===== config.mk =====
export PLATFORM = sky130hd
export DESIGN_NAME = stopwatch_core_n
export DESIGN_NICKNAME = d
export VERILOG_FILES = /design/src/rtl/stopwatch_core_n.sv
export SDC_FILE = /design/constraint.sdc
export NUM_CORES = 1
export LEC_CHECK = 0
export CORE_MARGIN = 2
export CORE_UTILIZATION = 50
export DETAILED_ROUTE_END_ITERATION = 10
export PLACE_DENSITY_LB_ADDON = 0.15
export SLEW_MARGIN = 20
export SYNTH_ARGS = -nofsm -noshare
export SYNTH_HDL_FRONTEND = slang
export SYNTH_SLANG_ARGS = --single-unit

===== constraint.sdc =====
create_clock -name clk -period 3.16 [get_ports clk]
set_input_delay 0.632 -clock clk [delete_from_list [all_inputs] [get_ports clk]]
set_output_delay 0.632 -clock clk [all_outputs]
set_load 0.05 [all_outputs]

===== src/rtl/stopwatch_core_n.sv =====
// rtl/stopwatch_core_n.sv - N-digit BCD stopwatch: run/pause/idle FSM, tick prescaler, multiplexed 7-seg scan
// Optional lap freeze/display is built when STOPWATCH_LAP_EN is defined.
module stopwatch_core_n #(
   parameter int DIGITS   = 4,
   parameter int TICK_DIV = 1200000,
   parameter int SCAN_DIV = 1024
) (
   input  logic                clk,
   input  logic                rst_n,
   input  logic                btn_clear,
   input  logic                btn_stop,
   input  logic                btn_start,
   input  logic                btn_lap,
   output logic [6:0]          seg,
   output logic                dp,
   output logic [DIGITS-1:0]   digit_en,
   output logic [4*DIGITS-1:0] count,
   output logic                running,
   output logic                lap_active,
   output logic                ovf
);

   localparam int PW = $clog2(TICK_DIV);
   localparam int SW = $clog2(SCAN_DIV);
   localparam int IW = $clog2(DIGITS);
   localparam logic [PW-1:0] TICK_LAST  = PW'(TICK_DIV - 1);
   localparam logic [SW-1:0] SCAN_LAST  = SW'(SCAN_DIV - 1);
   localparam logic [IW-1:0] DIGIT_LAST = IW'(DIGITS - 1);

   typedef enum logic [1:0] {
      S_IDLE,
      S_RUN,
      S_PAUSE
   } state_t;

   state_t              state;
   logic                clear_q;
   logic                stop_q;
   logic                start_q;
   logic                lap_q;
   logic                rise_clear;
   logic                rise_stop;
   logic                rise_start;
   logic                rise_lap;
   logic                lap_blocked;
   logic                run_now;
   logic                tick;
   logic                all_nines;
   logic [PW-1:0]       presc;
   logic [4*DIGITS-1:0] count_inc;
   logic [4*DIGITS-1:0] disp_val;
   logic [SW-1:0]       scan_cnt;
   logic [IW-1:0]       idx;
   logic [IW-1:0]       idx_next;
   logic                dp_next;

   function automatic logic [6:0] seg_of(input logic [3:0] d);
      logic [6:0] s;
      case (d)
         4'd0:    s = 7'h40;
         4'd1:    s = 7'h79;
         4'd2:    s = 7'h24;
         4'd3:    s = 7'h30;
         4'd4:    s = 7'h19;
         4'd5:    s = 7'h12;
         4'd6:    s = 7'h02;
         4'd7:    s = 7'h78;
         4'd8:    s = 7'h00;
         4'd9:    s = 7'h10;
         default: s = 7'h7F;
      endcase
      return s;
   endfunction

   always_ff @(posedge clk or negedge rst_n) begin
      if (!rst_n) begin
         clear_q <= 1'b0;
         stop_q  <= 1'b0;
         start_q <= 1'b0;
         lap_q   <= 1'b0;
      end else begin
         clear_q <= btn_clear;
         stop_q  <= btn_stop;
         start_q <= btn_start;
         lap_q   <= btn_lap;
      end
   end

   assign rise_clear = btn_clear & ~clear_q;
   assign rise_stop  = btn_stop  & ~stop_q;
   assign rise_start = btn_start & ~start_q;
   assign rise_lap   = btn_lap   & ~lap_q;

   // A lap edge yields to any higher-priority edge that actually acts this cycle.
   assign lap_blocked = rise_clear
                      | (rise_stop  & (state == S_RUN))
                      | (rise_start & (state != S_RUN));

   // Counting stops on the very edge that leaves RUN, so running and counting agree.
   assign run_now = (state == S_RUN) & ~rise_clear & ~rise_stop;
   assign tick    = run_now & (presc == TICK_LAST);

   always_ff @(posedge clk or negedge rst_n) begin
      if (!rst_n) begin
         state   <= S_IDLE;
         running <= 1'b0;
      end else if (rise_clear) begin
         state   <= S_IDLE;
         running <= 1'b0;
      end else begin
         case (state)
            S_RUN: begin
               if (rise_stop) begin
                  state   <= S_PAUSE;
                  running <= 1'b0;
               end
            end
            S_IDLE, S_PAUSE: begin
               if (rise_start) begin
                  state   <= S_RUN;
                  running <= 1'b1;
               end
            end
            default: begin
               state   <= S_IDLE;
               running <= 1'b0;
            end
         endcase
      end
   end

   always_comb begin
      logic carry;
      carry     = 1'b1;
      count_inc = count;
      for (int i = 0; i < DIGITS; i++) begin
         if (carry) begin
            if (count[4*i +: 4] >= 4'd9) begin
               count_inc[4*i +: 4] = 4'd0;
            end else begin
               count_inc[4*i +: 4] = count[4*i +: 4] + 4'd1;
               carry               = 1'b0;
            end
         end
      end
      all_nines = carry;
   end

   // Prescaler is held (not cleared) in PAUSE so a partial tick survives the pause.
   always_ff @(posedge clk or negedge rst_n) begin
      if (!rst_n) begin
         presc <= '0;
         count <= '0;
         ovf   <= 1'b0;
      end else begin
         ovf <= tick & all_nines;
         if (rise_clear || state == S_IDLE) begin
            presc <= '0;
            count <= '0;
         end else if (run_now) begin
            if (presc == TICK_LAST) begin
               presc <= '0;
               count <= count_inc;
            end else begin
               presc <= presc + 1'b1;
            end
         end
      end
   end

`ifdef STOPWATCH_LAP_EN
   logic [4*DIGITS-1:0] lap_reg;

   always_ff @(posedge clk or negedge rst_n) begin
      if (!rst_n) begin
         lap_reg    <= '0;
         lap_active <= 1'b0;
      end else if (rise_clear) begin
         lap_reg    <= '0;
         lap_active <= 1'b0;
      end else if (rise_lap && !lap_blocked) begin
         if (lap_active) begin
            lap_active <= 1'b0;
         end else if (state == S_RUN) begin
            lap_reg    <= count;
            lap_active <= 1'b1;
         end
      end
   end

   assign disp_val = lap_active ? lap_reg : count;
`else
   logic unused_lap;
   assign unused_lap = rise_lap | lap_blocked;
   assign lap_active = 1'b0;
   assign disp_val   = count;
`endif

   assign idx_next = (idx == DIGIT_LAST) ? '0 : idx + 1'b1;

   always_comb begin
      dp_next = 1'b1;
      if (DIGITS > 2) begin
         dp_next = (idx_next != IW'(2));
      end else begin
         dp_next = ~((idx_next == IW'(1)) & lap_active);
      end
   end

   // Display registers load only on a digit advance; all digits stay dark until the first one.
   always_ff @(posedge clk or negedge rst_n) begin
      if (!rst_n) begin
         scan_cnt <= '0;
         idx      <= '0;
         seg      <= 7'h7F;
         dp       <= 1'b1;
         digit_en <= '1;
      end else if (scan_cnt == SCAN_LAST) begin
         scan_cnt <= '0;
         idx      <= idx_next;
         seg      <= seg_of(disp_val[4*idx_next +: 4]);
         dp       <= dp_next;
         digit_en <= ~(DIGITS'(1) << idx_next);
      end else begin
         scan_cnt <= scan_cnt + 1'b1;
      end
   end

endmodule


# [Yosys cells after proc, flatten, opt, wreduce, memory -nomap -nowiden]
# Memory sizes are Yosys's and may differ from the RTL's. A register that Yosys moved wholly into a read port is not among the register bits.
# Cells that the tools add are included.
[classes] n_addsub=7 n_lt_le_gt_ge=4 eq_ne=8 shift=2 mux=30 bitwise=13 reduce_logical=14
[ops] operator="2-to-1 mux 21 bit" n=3
[ops] operator="2-to-1 mux 16 bit" n=3
[ops] operator="2-to-1 mux 4 bit" n=7
[ops] operator="adder 21 x 1 -> 21 bit (second input constant)" n=1
[ops] operator="== test 21 bit (second input constant)" n=1
[ops] operator="adder 4 x 1 -> 4 bit (second input constant)" n=4
[ops] operator="greater-or-equal comparator 4 bit (second input constant)" n=4
[ops] operator="indexed part select 16 x 5 -> 4 bit" n=1
[ops] operator="adder 10 x 1 -> 10 bit (second input constant)" n=1
[ops] operator="== test 10 bit (second input constant)" n=1
[ops] operator="2-to-1 mux 1 bit" n=10
[ops] operator="2-to-1 mux 10 bit" n=1
[ops] operator="nonzero test 2 bit" n=5
[ops] operator="AND reduction 3 bit" n=3
[ops] operator="2-to-1 mux 2 bit" n=4
[ops] operator="AND 1 bit" n=7
[ops] operator="inequality test 3 bit (second input constant)" n=2
[ops] operator="inverter 1 bit" n=5
[ops] operator="== test 2 bit (second input constant)" n=2
[ops] operator="inverter 4 bit" n=1
[ops] operator="case mux 2 bit (2 select lines)" n=1
[ops] operator="AND reduction 2 bit" n=2
[ops] operator="left shift 1 x 2 -> 4 bit (first input constant)" n=1
[ops] operator="adder 2 x 1 -> 2 bit (second input constant)" n=1
[ops] operator="7 further kinds" n=7
[totals] regBits=61 romBits=112 in_bits=6 out_inout_bits=31 word_cells=94 mem_count=1
[mem_list] name="(no name shown)" depth=16 word_bits=7 rd=1 rd_ports_with_merged_regs=1 write_ports=0 line_no="59" source="case (d)"

# [Depth between registers and ports, before layout]
# Gate-level depths: netlist of run 1.
[depth] depth_word=8 depth_mapped=9 depth_no_buf=8

# [Worst setup path before layout of run 1]
# Ideal clock, no wire load.
[synth_path] kind="register -> register" from="reg idx[0]" to="reg seg[5]" setup_ns=0.084 t_arrival_ns=2.175 required_time_ns=3.076 slack_ns=0.901 path_stages_with_launch=10 n_path_buf=1 synth_period_minus_slack_ns=2.259 path_cell_list="dfrtp_1 buf_2 inv_1 ha_1 mux4_2 inv_1 ha_1 nor2_1 a211oi_1 o21ai_1"
[synth_between] elab_chain_len=3 word_cells_on_any_way=4 cone_classes="1 x add/sub; 1 x eq/ne; 1 x shift; 1 x mux"
[synth_lines] item="start, declared" line_no="53" source="logic [IW-1:0] idx;"
[synth_lines] item="start signal, assigned" line_no="220" source="idx <= idx_next;"
[synth_lines] item="adder 2 x 1 -> 2 bit or == test 2 bit (tied branches)" line_no="199" source="assign idx_next = (idx == DIGIT_LAST) ? '0 : idx + 1'b1;"
[synth_lines] item="2-to-1 mux 2 bit *" line_no="199"
[synth_lines] item="via idx_next[1]" line_no="54" source="logic [IW-1:0] idx_next;"
[synth_lines] item="indexed part select 16 x 5 -> 4 bit *" line_no="221" source="seg <= seg_of(disp_val[4*idx_next +: 4]);"
[synth_lines] item="end, declared" line_no="14" source="output logic [6:0] seg,"
# The timed path passes the listed nets; every way through them passes the cells marked *.
# A chain may end at the register's enable or synchronous reset.

# [Final worst setup path of run 1]
# Ends and elaborated chain as after synthesis.

==> results of run 1 <==
flip-flops by register name, indices dropped and copies added, names as in the netlist:
register	cells
digit_en	3
running	1
state	1
stop_q	1
dp	1
presc	21
ovf	1
idx	2
seg	7
scan_cnt	10
clear_q	1
start_q	1
count	16
synth_stat cells, types with 2 or more instances:
| cell type | n | share of area (%) |
|---|---|---|
| sky130_fd_sc_hd__a21o_1 | 3 | 0.61 |
| sky130_fd_sc_hd__xor2_1 | 12 | 2.8 |
| sky130_fd_sc_hd__o211ai_1 | 2 | 0.40 |
| sky130_fd_sc_hd__dfrtp_1 | 55 | 37 |
| sky130_fd_sc_hd__a41oi_1 | 3 | 0.71 |
| sky130_fd_sc_hd__buf_2 | 4 | 0.54 |
| sky130_fd_sc_hd__dfstp_2 | 11 | 7.8 |
| sky130_fd_sc_hd__xnor2_1 | 7 | 1.6 |
| sky130_fd_sc_hd__mux4_2 | 4 | 2.4 |
| sky130_fd_sc_hd__and3_1 | 7 | 1.2 |
| sky130_fd_sc_hd__a22o_1 | 3 | 0.71 |
| sky130_fd_sc_hd__nand3_1 | 24 | 3.2 |
| sky130_fd_sc_hd__or3_1 | 2 | 0.34 |
| sky130_fd_sc_hd__nor2b_1 | 5 | 0.84 |
| sky130_fd_sc_hd__clkbuf_1 | 7 | 0.71 |
| sky130_fd_sc_hd__nor3_1 | 3 | 0.40 |
| sky130_fd_sc_hd__ha_1 | 23 | 7.7 |
| sky130_fd_sc_hd__buf_4 | 2 | 0.40 |
| sky130_fd_sc_hd__nor2_1 | 34 | 3.4 |
| sky130_fd_sc_hd__o21ai_0 | 17 | 2.3 |
| sky130_fd_sc_hd__o21ai_1 | 9 | 1.2 |
| sky130_fd_sc_hd__nor4_2 | 2 | 0.67 |
| sky130_fd_sc_hd__o31ai_1 | 9 | 1.8 |
| sky130_fd_sc_hd__and4_1 | 3 | 0.71 |
| sky130_fd_sc_hd__nand2_1 | 32 | 3.2 |
| sky130_fd_sc_hd__a21oi_1 | 22 | 3.0 |
| sky130_fd_sc_hd__nand4_1 | 12 | 2.0 |
| sky130_fd_sc_hd__o31a_1 | 3 | 0.71 |
| sky130_fd_sc_hd__and2_1 | 6 | 1.0 |
| sky130_fd_sc_hd__nand2b_1 | 6 | 1.0 |
| sky130_fd_sc_hd__nand4b_1 | 3 | 0.71 |
| sky130_fd_sc_hd__or4_1 | 4 | 0.81 |
| sky130_fd_sc_hd__inv_1 | 17 | 1.7 |
| sky130_fd_sc_hd__a31oi_1 | 6 | 1.0 |
power breakdown:
part	switching [mW]	internal (mW)	total [mW]
Combinational	0.0810	0.0341	0.115
Clock	0.302	0.330	0.633
Sequential	0.0103	0.852	0.863
Total	0.394	1.22	1.61
through the flow:
| step | util [%] | cell area (µm²) |
|---|---|---|
| floorplan | - | 3716 |
| global placement | 57.86 | 4174 |
| detailed placement | 57.86 | 4174 |
| CTS | 60.22 | 4344 |
| global route | 60.22 | 4344 |
| finish | 60.22 | 4344 |
critical path: cells and delay by family, from the launching register on:
kind / cells / cell delay (ns)
adders and majority gates: 2 / 0.60
DFF: 1 / 0.56
and+or+nand+nor: 1 / 0.05
AOI/OAI and AO/OA: 2 / 0.32
muxes: 1 / 0.63
buffers and inverters: 2 / 0.28
kinds of logic (layout without fill, tap and decap cells):
family,after synthesis,after routing
fa+ha+maj,23,23
flops,66,66
mux,5,5
other cells,1,1
buf+inv,30,75
xor+xnor,19,19
compound gates,84,84
simple gates,152,152
path summary, 6_finish.rpt:
path / endpoint / slack, ns
setup / recovery: seg[5] / 0.64
hold / removal: digit_en[0] / 0.41
setup reg to reg: seg[5] / 0.64
hold reg to reg: seg[4] / 0.46
min in group clk: seg[4] / 0.46
max in group asynchronous: presc[5] / 2.27
metal layers:
layer	track usage (%)	share of wire, %	vias to the layer above
met1	29.52	49	1444
met4	8.077	1.0	0
met2	31.39	46	74
met5	0	0	-
li1	-	-	1453
met3	3.101	4.1	7
layout make-up:
| class | count | share of cell area [%] |
|---|---|---|
| tap | 99 | 2.851 |
| timing repair buffer | 42 | 9.101 |
| inverter | 17 | 1.469 |
| sequential | 66 | 38.34 |
| clock buffer | 16 | 3.917 |
| multi-input combinational | 284 | 44.33 |
==> flow_summary.yaml, run 1 <==
die:
  placeableCoreArea_um2: 7214
  die_area_um2: 8138
  chipWidth_um: 90.21
  floorplan.initialDensity_pct: 51.51
  die_y_um: 90.21
  top_level_ports: 37
  num_rows: 31
routing:
  via_count: 2978
  drt_iter0_markers: 144
  finalWirelength_um: 7944
  firstDrtPassIters: 4
  wl_per_cell_um: 15.16
  drtAntennaViolNets: 0
  vias_per_inst: 5.683
  drt_drc_violations_left: 0
critical_path:
  timing.reg2reg.worst_path_depth: 8
  path_max_fanout: 8
  timing_worst_setup_path_type: "flop to flop"
  crit_start: "idx[0]"
  timing.critical_path.to_type: "flop"
  crit_path_top_delay_cell: "sky130_fd_sc_hd__mux4_2"
  critical_path.startpoint_type: "flop"
  arrival_time_at_the_worst_endpoint_ns: 2.77
  max_stage_delay_ns: 0.63
  timing.critical_path.cells: "inv_1, ha_1, mux4_2, inv_1, ha_1, nor2_1, a211oi_1, o21ai_1"
  worstPathRequired_ns: 3.42
  worst_r2r_src: "idx[0]"
placement:
  place.gp.congestion: 0.8322
  place.detailed.hpwl_um: 5572
  dpl_worst_slack_ns: 0.4934
  io_buffers: 34
  dp.cells: 508
cts:
  cts-hold-fix-buffers: 0
  worstSkewPairLatency_ns: 0.33
  clock-sinks: 66
  clockRootBuffer: "sky130_fd_sc_hd__clkbuf_8"
  post_cts_resize_count: 0
  tritoncts: "done"
  largest_buffer_count_on_any_clock_path: 2
  tritoncts.num_buffers: 9
  cts-htree-levels: 3
  postCtsSetupBuffers: 0
  clkSlewWorstSetupHoldPaths_ns: 0.07
final_layout:
  drive_above_1_share_pct: 9.882
  register_area_um2: 1665
  layout_commonest_cell: "sky130_fd_sc_hd__dfrtp_1"
  area_delta_synth_final_pct: 16.90
  layout.nets: 449
  layout.filler_cells: 651
  diodes: 0
  final_cell_mix: "sky130_fd_sc_hd__dfrtp_1, sky130_fd_sc_hd__nor2_1, sky130_fd_sc_hd__clkdlybuf4s50_1, sky130_fd_sc_hd__nand2_1, sky130_fd_sc_hd__nand3_1"
  combined_area_of_the_multi_input_logic_cells_um2: 1926
  post_layout_nonfiller_instances: 524
logic_synthesis:
  synth_top_family_by_area: "simple AND/OR/NAND/NOR gates"
  synthesis.area_um2: 3716
  yosys-mux-area-fraction_pct: 2.694
  post_synthesis_adder_cell_area_fraction_pct: 7.744
  ys_dominant_reg_cell: "sky130_fd_sc_hd__dfrtp_1"
  syn_nets: 409
  yosys_warnings: 0
  xor_xnor_share_of_the_synthesized_area_pct: 4.478
  postSynthCellCount: 380
  synth_edf_count: 0
  postSynthRegisterBits: 66
  synthSimpleGateAreaFrac_pct: 22.73
  synth-async-reset-ratio_pct: 100.0
  yosysUniqueCellTypes: 52
  synth.yosys.seq_area_share_pct: 44.81
  synth.avg_cell_area_um2: 9.779
  synth_compound_area_share_pct: 14.07
timing:
  maxSlewHeadroom_pct: 46.55
  setup_slack_ns: 0.6439
  maximum_clock_frequency_mhz: 397.4
  rsz0062_at_grt: "no"
  layout_worst_path_cycle_share_pct: 79.62
  final-setup-viol-count: 0
  finalMaxSlewViolations: 0
  finalCriticalPeriod_ns: 2.516
  finClkSkew_ns: 0.006477
  tns_ns: 0
  worst-slew-pin-transition_ns: 0.7949
  final_hold_slack_ns: 0.4084
  timing_hold_violations_final: 0
global_route:
  antenna_violations_before_repair: 0
  grt_max_degree: 35
  grt_pass1_vias: 2683
  globalRouteTotalUtil_pct: 20.53
  overflow: 0
  grt_pass1_wl_um: 13470
worst_hold_path:
  hp-class: "input port to asynchronous set/reset pin"
power:
  power.static_leakage_nw: 1.775
  irDropWorstVdd_mv: 0.2147
  power_per_cell_area_nw_per_um2: 370.8
  fin_total_pwr_mw: 1.611
job:
  max-cap-violations: 0
status:
  run_status: "finished clean"
Note: power is estimated with default switching activity, not from simulation.
==> inputs of run 2 (changes only) <==
Clock period 3.16 ns to 2.17 ns, I/O delays scaled along.
==> flow_summary.yaml, run 2 (same netlist as run 1, synthesis figures left out) <==
status:
  run_status: "finished clean"
final_layout:
  layout.filler_cells: 599
  layout_commonest_cell: "sky130_fd_sc_hd__dfrtp_1"
  final_design_area_no_fill_um2: 4703
  layout.nets: 478
  area_delta_synth_final_pct: 26.57
  drive_above_1_share_pct: 18.06
  register_area_um2: 1665
  combined_area_of_the_multi_input_logic_cells_um2: 1951
  final_cell_mix: "sky130_fd_sc_hd__dfrtp_1, sky130_fd_sc_hd__buf_4, sky130_fd_sc_hd__nor2_1, sky130_fd_sc_hd__nand2_1, sky130_fd_sc_hd__clkdlybuf4s50_1"
  largest_register: "presc"
  largest_reg_flops: 21
  diodes: 0
  layout_top_registers: "presc: 21 flops, count: 16 flops, scan_cnt: 10 flops"
cts:
  clockRootBuffer: "sky130_fd_sc_hd__clkbuf_8"
  cts-htree-levels: 3
  tritoncts.num_buffers: 9
  worstSkewPairLatency_ns: 0.34
  largest_buffer_count_on_any_clock_path: 2
  tritoncts: "done"
  cts-hold-fix-buffers: 0
  clkSlewWorstSetupHoldPaths_ns: 0.08
  clock-sinks: 66
timing:
  final_hold_slack_ns: 0.01433
  maximum_clock_frequency_mhz: 469.8
  finClkSkew_ns: 0.009860
  finalCriticalPeriod_ns: 2.129
  layout_worst_path_cycle_share_pct: 98.10
  maxSlewHeadroom_pct: 65.66
  final-setup-viol-count: 0
  worst-slew-pin-transition_ns: 0.5143
  timing_hold_violations_final: 0
  finalMaxSlewViolations: 0
power:
  cell_internal_pwr_mw: 2.203
  power_per_cell_area_nw_per_um2: 604.3
  power.share.switching_pct: 22.49
  p_clk_share_pct: 48.5
  power.static_leakage_nw: 2.019
  irDropWorstVdd_mv: 0.4242
  power.switching_mw: 0.6391
  fin_total_pwr_mw: 2.842
  p_seq_share_pct: 44.2
  comb_power_share_pct: 7.3
critical_path:
  worst_r2r_src: "idx[1]"
  cpLargestDelayFamily: "buffers and inverters"
  path_max_fanout: 7
  arrival_time_at_the_worst_endpoint_ns: 1.69
  worstPathRequired_ns: 1.74
  timing.reg2reg.worst_path_depth: 8
  timing.critical_path.cells: "clkdlybuf4s50_1"
  timing_worst_setup_path_type: "flop to output pin"
  worstSetupPathDepth: 1
  timing.rr.end: "seg[5]"
  critical_path.n_buffers_inverters: 1
  crit_path_top_delay_cell: "sky130_fd_sc_hd__clkdlybuf4s50_1"
  max_stage_delay_ns: 0.86
  crit_start: "count[2]"
  timing.critical_path.to_type: "output pin"
  reg2reg_setup_slack_ns: 0.10
  cp-endpoint: "count[2]"
  critical_path.startpoint_type: "flop"
job:
  max-cap-violations: 0
die:
  num_rows: 31
  floorplan.initialDensity_pct: 51.51
  die_y_um: 90.21
  chipWidth_um: 90.21
  placeableCoreArea_um2: 7214
  top_level_ports: 37
  die_area_um2: 8138
routing:
  firstDrtPassIters: 5
  drtAntennaViolNets: 0
  via_count: 3142
  vias_per_inst: 5.682
  finalWirelength_um: 8366
  drt_drc_violations_left: 0
  wl_per_cell_um: 15.13
  drt_iter0_markers: 121
global_route:
  grt_max_degree: 30
  grt_pass1_vias: 3077
  grt_pass1_wl_um: 14620
  antenna_violations_before_repair: 0
  overflow: 0
  globalRouteTotalUtil_pct: 21.83
placement:
  io_buffers: 34
  place.detailed.hpwl_um: 6033
  place.gp.congestion: 0.7903
  place_area_um2: 4392
worst_hold_path:
  hp-class: "input port to asynchronous set/reset pin"
==> run 2: changes by cell type in the layout (fill, tap and decap cells not counted), moves of 2 or more <==
| cell | change |
|---|---|
| sky130_fd_sc_hd__buf_4 | +28 |
| sky130_fd_sc_hd__bufinv_16 | +4 |
| sky130_fd_sc_hd__a21oi_2 | +2 |
| sky130_fd_sc_hd__clkdlybuf4s50_1 | -4 |
| sky130_fd_sc_hd__dlymetal6s2s_1 | +3 |
| sky130_fd_sc_hd__clkbuf_1 | -5 |
| sky130_fd_sc_hd__a21oi_1 | -2 |
| sky130_fd_sc_hd__clkbuf_8 | -2 |
==> run 2: how the worst min path moves through the flow <==
stage	start	endpoint	cells after the start
CTS	rst_n	scan_cnt[4]	1
finish	rst_n	scan_cnt[4]	1
global route	rst_n	scan_cnt[4]	1
floorplan	rst_n	clear_q	0
global placement	rst_n	scan_cnt[4]	1
detailed placement	rst_n	scan_cnt[4]	1
==> run 2: area by class of cell <==
type | instances | area share [%]
Inverter | 17 | 1.357
Multi-Input combinational cell | 284 | 41.47
Timing Repair Buffer | 71 | 13.49
Clock buffer | 9 | 2.634
Sequential cell | 66 | 35.41
Tap cell | 99 | 2.634
Clock inverter | 7 | 3.006
==> run 2: power groups by stage <==
stage / Sequential [mW] / Clock, mW / Combinational [mW]
after detailed placement: 1.28 / 0 / 0.203
after floorplan: 1.28 / 0 / 0.0826
after global placement: 1.28 / 0 / 0.201
after CTS: 1.26 / 1.39 / 0.203
after global routing: 1.26 / 1.45 / 0.228
final: 1.26 / 1.38 / 0.206
==> run 2: routing by layer <==
metal,share of wire [%],vias to the layer above,track usage (%)
li1,-,1506,-
met5,0,-,0
met1,47,1582,30.54
met4,0.90,0,6.282
met2,49,47,35.40
met3,2.9,7,3.437
==> run 2: metrics by stage <==
| step | setup TNS, ns | cells | utilization [%] | setup slack [ns] |
|---|---|---|---|---|
| 6_report | 0 | 553 | 65.19 | 0.04133 |
| 2_1_floorplan | 0 | 380 | - | 0.02522 |
| 3_3_place_gp | -0.9120 | 534 | 60.87 | -0.1096 |
| 3_5_place_dp | -1.343 | 534 | 60.87 | -0.1589 |
| 5_1_grt | -0.02167 | 553 | 65.19 | -0.01678 |
| 4_1_cts | 0 | 550 | 64.55 | 0.0006637 |
==> run 2: repair_timing <==
action                                  4_1_cts  5_1_grt
resized for setup                             0        8
endpoints found under the setup margin        0        9
setup buffers                                 0        2
